## src/rtl/ex_issue_ctrl.sv

```systemverilog
// ex_issue_ctrl: issue/handshake control between decode and execute.
// Latches one decoded operation into the ex_* registers and sequences it
// through EMPTY -> (BUSY) -> DONE. Operations whose ALUOp field equals MC_OP
// occupy execute for MC_LAT cycles; all others produce a result one cycle
// after accept. A DONE result hands over to the next stage without a bubble
// when a new operation is accepted in the same cycle.
// Optional feature: define EX_ISSUE_STALL_CNT_EN to add the stall_cnt output,
// a saturating count of cycles in which decode offered and was refused.
module ex_issue_ctrl #(
    parameter logic [3:0] MC_OP  = 4'hF,
    parameter int         MC_LAT = 4
) (
    input  logic        clk,
    input  logic        rst_n,

    input  logic        id_valid,
    output logic        id_ready,
    input  logic [31:0] id_data1,
    input  logic [31:0] id_data2,
    input  logic [31:0] id_controls,
    input  logic [25:0] id_locations,

    input  logic        flush,
    input  logic        out_ready,

    output logic [31:0] ex_data1,
    output logic [31:0] ex_data2,
    output logic [31:0] ex_controls,
    output logic [25:0] ex_locations,
    output logic        ex_start,
    output logic        ex_busy,
    output logic        ex_valid
`ifdef EX_ISSUE_STALL_CNT_EN
    ,
    output logic [15:0] stall_cnt
`endif
);

    // The down-counter is 4 bits wide, so the latency must fit 2..15.
    generate
        if (MC_LAT < 2 || MC_LAT > 15) begin : g_bad_lat
            $error("ex_issue_ctrl: MC_LAT must be in 2..15");
        end
    endgenerate

    typedef enum logic [1:0] {
        S_EMPTY = 2'd0,
        S_BUSY  = 2'd1,
        S_DONE  = 2'd2
    } state_t;

    // Counter start value: BUSY spends MC_LAT-1 cycles, DONE follows.
    localparam logic [3:0] CNT_INIT = 4'(MC_LAT - 2);

    state_t     state;
    state_t     state_nxt;
    logic [3:0] cnt;
    logic [3:0] cnt_nxt;
    logic       accept;
    logic       is_mc;

    assign is_mc = (id_controls[31:28] == MC_OP);

    // State and latency counter register.
    always_ff @(posedge clk or negedge rst_n) begin
        if (!rst_n) begin
            state <= S_EMPTY;
            cnt   <= 4'd0;
        end else begin
            state <= state_nxt;
            cnt   <= cnt_nxt;
        end
    end

    // Next-state, handshake and status decode; flush overrides everything.
    always_comb begin
        state_nxt = state;
        cnt_nxt   = cnt;
        id_ready  = 1'b0;
        accept    = 1'b0;
        ex_busy   = 1'b0;
        ex_valid  = 1'b0;

        case (state)
            S_EMPTY: begin
                id_ready = 1'b1;
            end
            S_BUSY: begin
                ex_busy = 1'b1;
            end
            S_DONE: begin
                ex_valid = 1'b1;
                id_ready = out_ready;
            end
            default: begin
                id_ready = 1'b0;
            end
        endcase

        if (flush) begin
            id_ready = 1'b0;
        end

        accept = id_valid && id_ready;

        if (flush) begin
            state_nxt = S_EMPTY;
            cnt_nxt   = 4'd0;
        end else begin
            case (state)
                S_EMPTY: begin
                    if (accept) begin
                        if (is_mc) begin
                            state_nxt = S_BUSY;
                            cnt_nxt   = CNT_INIT;
                        end else begin
                            state_nxt = S_DONE;
                        end
                    end
                end
                S_BUSY: begin
                    if (cnt == 4'd0) begin
                        state_nxt = S_DONE;
                    end else begin
                        cnt_nxt = cnt - 4'd1;
                    end
                end
                S_DONE: begin
                    if (out_ready) begin
                        if (accept) begin
                            if (is_mc) begin
                                state_nxt = S_BUSY;
                                cnt_nxt   = CNT_INIT;
                            end else begin
                                state_nxt = S_DONE;
                            end
                        end else begin
                            state_nxt = S_EMPTY;
                        end
                    end
                end
                default: begin
                    state_nxt = S_EMPTY;
                    cnt_nxt   = 4'd0;
                end
            endcase
        end
    end

    // Operand/control registers feeding execute; only an accept loads them.
    always_ff @(posedge clk or negedge rst_n) begin
        if (!rst_n) begin
            ex_data1     <= 32'd0;
            ex_data2     <= 32'd0;
            ex_controls  <= 32'd0;
            ex_locations <= 26'd0;
        end else if (accept) begin
            ex_data1     <= id_data1;
            ex_data2     <= id_data2;
            ex_controls  <= id_controls;
            ex_locations <= id_locations;
        end
    end

    // Start pulse: one cycle after each accept, back-to-back included.
    always_ff @(posedge clk or negedge rst_n) begin
        if (!rst_n) begin
            ex_start <= 1'b0;
        end else begin
            ex_start <= accept;
        end
    end

`ifdef EX_ISSUE_STALL_CNT_EN
    // Saturating count of cycles where decode offered but was refused.
    always_ff @(posedge clk or negedge rst_n) begin
        if (!rst_n) begin
            stall_cnt <= 16'd0;
        end else if (id_valid && !id_ready && (stall_cnt != 16'hFFFF)) begin
            stall_cnt <= stall_cnt + 16'd1;
        end
    end
`endif

endmodule

```

## config.mk

```make
export PLATFORM = sky130hd
export DESIGN_NAME = ex_issue_ctrl
export DESIGN_NICKNAME = d
export VERILOG_FILES = /design/src/rtl/ex_issue_ctrl.sv
export SDC_FILE = /design/constraint.sdc
export NUM_CORES = 1
export LEC_CHECK = 0
export CAP_MARGIN = 5
export CORE_ASPECT_RATIO = 0.5
export CORE_UTILIZATION = 38
export CTS_BUF_LIST = sky130_fd_sc_hd__clkbuf_4
export CTS_CLUSTER_DIAMETER = 100
export CTS_CLUSTER_SIZE = 8
export DETAILED_ROUTE_END_ITERATION = 10
export GPL_TIMING_DRIVEN = 0
export PLACE_DENSITY = 0.79
export SYNTH_ARGS = -nofsm -noshare
export SYNTH_HDL_FRONTEND = slang
export SYNTH_SLANG_ARGS = --single-unit
```

## constraint.sdc

```tcl
create_clock -name clk -period 1.5 [get_ports clk]
set_input_delay 0.45 -clock clk [delete_from_list [all_inputs] [get_ports clk]]
set_output_delay 0.45 -clock clk [all_outputs]
set_load 0.1 [all_outputs]
```

==> reports/metrics.csv <==
stage,metric,value,unit
power,Pwr per Cell Area,1590,nW/um^2
place,RD Place Congestion,0.742,
yosys,Post-synth top cells,"dfrtp_1, mux2_2, mux2_4",
worst_setup_path,Critical Path RT,1050,ps
yosys,Synth Instances,303,
yosys,Post-synth EDFFs,0,
yosys,ys flop type,dfrtp_1,
outcome,status,"complete, but fails checks",
global_route,largest net degree at the start of global routing,78,
yosys,Cell variety after synth,29,
floorplan,Starting Density,40.0,%
global_route,initial antenna violation count,0,
yosys,async set-reset flop share out of synthesis,100,%
yosys,syn nets,432,
clocking,CTS tree,built,
timing,Worst slew margin,65.9,%
clocking,worst skew pair latency,530,ps
floorplan,core area,13000,sq um
place,# port buffers,252,
floorplan,Ports,253,
cells_and_area,Post-Layout Cell Count,810,
yosys,yosys warns,0,
run,total of max-cap violations,0,
place,"worst slack, placed",-1320,ps
floorplan,die area,14200,sq um
worst_setup_path,Worst path top cell family by delay,flip-flops,
drt,vias,3815,
cells_and_area,multi-input logic area,1960,sq um
drt,DRC Markers,0,
worst_setup_path,CP Class,flip-flop to primary output,
drt,Routed Antenna Nets,0,
power,part of the power in registers,29.6,%
worst_setup_path,cells along the critical path,"and2b_4, nor3_4, buf_12",
timing,Fmax,502,MHz
worst_setup_path,"Buf+Inv Stages, Crit Path",1,
cells_and_area,fill count,720,
drt,vias per inst,4.71,
timing,worst slew pin tran,512,ps
power,NetSw,7.44,mW
power,Tot Pwr,16.1,mW
yosys,Yosys top cell area share,62.1,%
clocking,Clock Tree Buf Depth,2,
yosys,Synth Register Bits,129,
place,DP Cell Count,726,
timing,RSZ-0062 raised after global routing,true,
cells_and_area,Inserted Diodes,0,
yosys,largest family of logic cells by synthesized area,multiplexers,
power,Max IR drop VDD,0.954,mV
clocking,H-tree levels,4,
drt,WL/cell,20.5,microns
yosys,Mapped Area,5200,sq um
drt,Pre-antenna DRT Iters,4,
global_route,gr ovfl total,0,
global_route,first-pass GRT wire length,24500,microns
worst_hold_path,Hold Path Class,primary input to async pin,
yosys,mux cell area share after synthesis,30.6,%
cells_and_area,Area growth syn-to-layout,94.4,%
yosys,xor/xnor share of the synthesized area,0,%
drt,initial DRC count,119,
clocking,clock root cell,clkbuf_4,
power,Clock Power Share,14.7,%
yosys,complex-gate fraction of the synthesized area,1.35,%
worst_setup_path,Slowest Stage Delay on Critical Path,450,ps
worst_setup_path,Worst Setup End Kind,primary output,
yosys,share of the yosys chip area belonging to registers,62.1,%
place,hpwl dp,10400,microns
cells_and_area,Reg area,3230,sq um
timing,Final Hold Viols,0,
power,Leak Pwr,4.70,nW
outcome,failing checks,setup timing,
clocking,Clock transition at path regs,130,ps
yosys,post-synthesis simple-gate area fraction,2.99,%
timing,setup ws final,-493,ps
global_route,Overall Global Routing Usage,23.4,%
worst_setup_path,CP Launch Type,flip-flop,
timing,Setup Viol. Count Final,253,
timing,post-layout min period,1990,ps
cells_and_area,share of cells above drive strength 1,55.6,%
clocking,# clock sinks,129,
floorplan,row cnt,29,
power,Int Power,8.63,mW
timing,clock skew,23.3,ps
worst_setup_path,crit path max-delay cell type,dfrtp_2,
floorplan,width of the die,167,microns
floorplan,Die Y,84.7,microns
yosys,largest cells by area after synthesis,"dfrtp_1, mux2_4, mux2_2",
worst_setup_path,CP arrival,1540,ps
power,Sw Ratio,46.3,%
cells_and_area,final net count,756,
drt,total detailed-routing wirelength,16600,microns
power,Gate power share,55.6,%
timing,fin. max-slew vios,0,
yosys,syn_area_per_cell,17.2,sq um
worst_setup_path,CP max FO,6,
clocking,total CTS buffers,17,
global_route,vias in the first global route,4274,
timing,Tcrit/Tclk final,133,%
yosys,cell taking the most area after synthesis,dfrtp_1,
yosys,most frequent cell after synthesis,dfrtp_1,
yosys,adder-cell share of the synthesized area,0.481,%
-- power by group through the flow --
stage                     Combinational (mW)  Clock, mW  Sequential [mW]
after floorplan                         1.00          0             8.82
after global placement                  7.22          0             4.44
after detailed placement                7.28          0             4.46
after CTS                               8.67       2.41             4.73
after global routing                    9.12       2.60             4.83
final                                   8.94       2.37             4.76
-- per-stage QoR --
| stage | util (%) | hold slack (ps) | cell area, sq um | setup TNS, ps |
|---|---|---|---|---|
| finish | 77.8 | 464 | 10100 | -33850 |
| global route | 77.8 | 448 | 10100 | -49280 |
| CTS | 75.6 | 417 | 9820 | -29300 |
| detailed placement | 62.6 | 446 | 8130 | -142770 |
| global placement | 62.3 | 487 | 8100 | -819360 |
| floorplan | - | 154 | 5360 | -12590 |
-- placed cells by master (no fill, tap or decap), types with 3 or more instances in the layout --
master	n
clkinv_4	3
mux2_2	43
clkinvlp_4	3
clkinv_1	3
clkbuf_4	17
inv_1	3
dfrtp_1	127
mux2_4	79
buf_12	127
buf_4	47
buf_8	10
clkinv_2	3
clkdlybuf4s50_1	125
buf_6	7
-- registers in the layout, indices dropped and copies added (netlist names) --
name / flops
cnt: 4
ex_data2: 32
ex_controls: 32
ex_locations: 26
ex_start: 1
state: 2
ex_data1: 32
-- repair_timing --
action / CTS / global route
hold endpoints to repair: 52 / 0
hold buffers: 1 / 0
buffers inserted: 26 / 25
pin swaps: 2 / 0
resized for setup: 1125 / 18
setup endpoints to repair: 251 / 251
-- layout make-up --
type / count / share of cell area (%)
inverter: 5 / 0.186
multi-input combinational: 156 / 19.4
clock inverter: 15 / 1.42
sequential: 129 / 32.0
tap: 170 / 2.10
timing repair buffer: 305 / 41.9
clock buffer: 17 / 1.26
buffer: 13 / 1.78
-- routing by layer --
layer / up-vias / wire [microns] / global-route usage [%]
li1: 1726 / - / -
met1: 1939 / 6150 / 25.8
met2: 108 / 9390 / 43.5
met3: 42 / 476 / 5.14
met4: 0 / 609 / 10.8
met5: - / 0 / 0
-- cells by family (layout without fill, tap and decap cells) --
family,after synthesis,count (layout)
buf+inv,18,355
compound gates,10,10
flops,129,129
fa+ha+maj,2,2
mux,122,122
simple gates,22,22
-- worst paths after layout --
| kind | from | endpoint | slack [ps] | cells past startpoint |
|---|---|---|---|---|
| worst min-delay path | rst_n | ex_controls[29] | 460 | 2 |
| worst max register to register | state[0] | ex_controls[25] | -240 | 6 |
| max in group asynchronous | rst_n | ex_controls[25] | 270 | 3 |
| min in group clk | id_locations[22] | ex_locations[22] | 520 | 2 |
| worst min register to register | ex_data2[7] | ex_data2[7] | 570 | 1 |
| worst max-delay path | state[1] | id_ready | -490 | 3 |
Power figures use the tool's default switching activity.
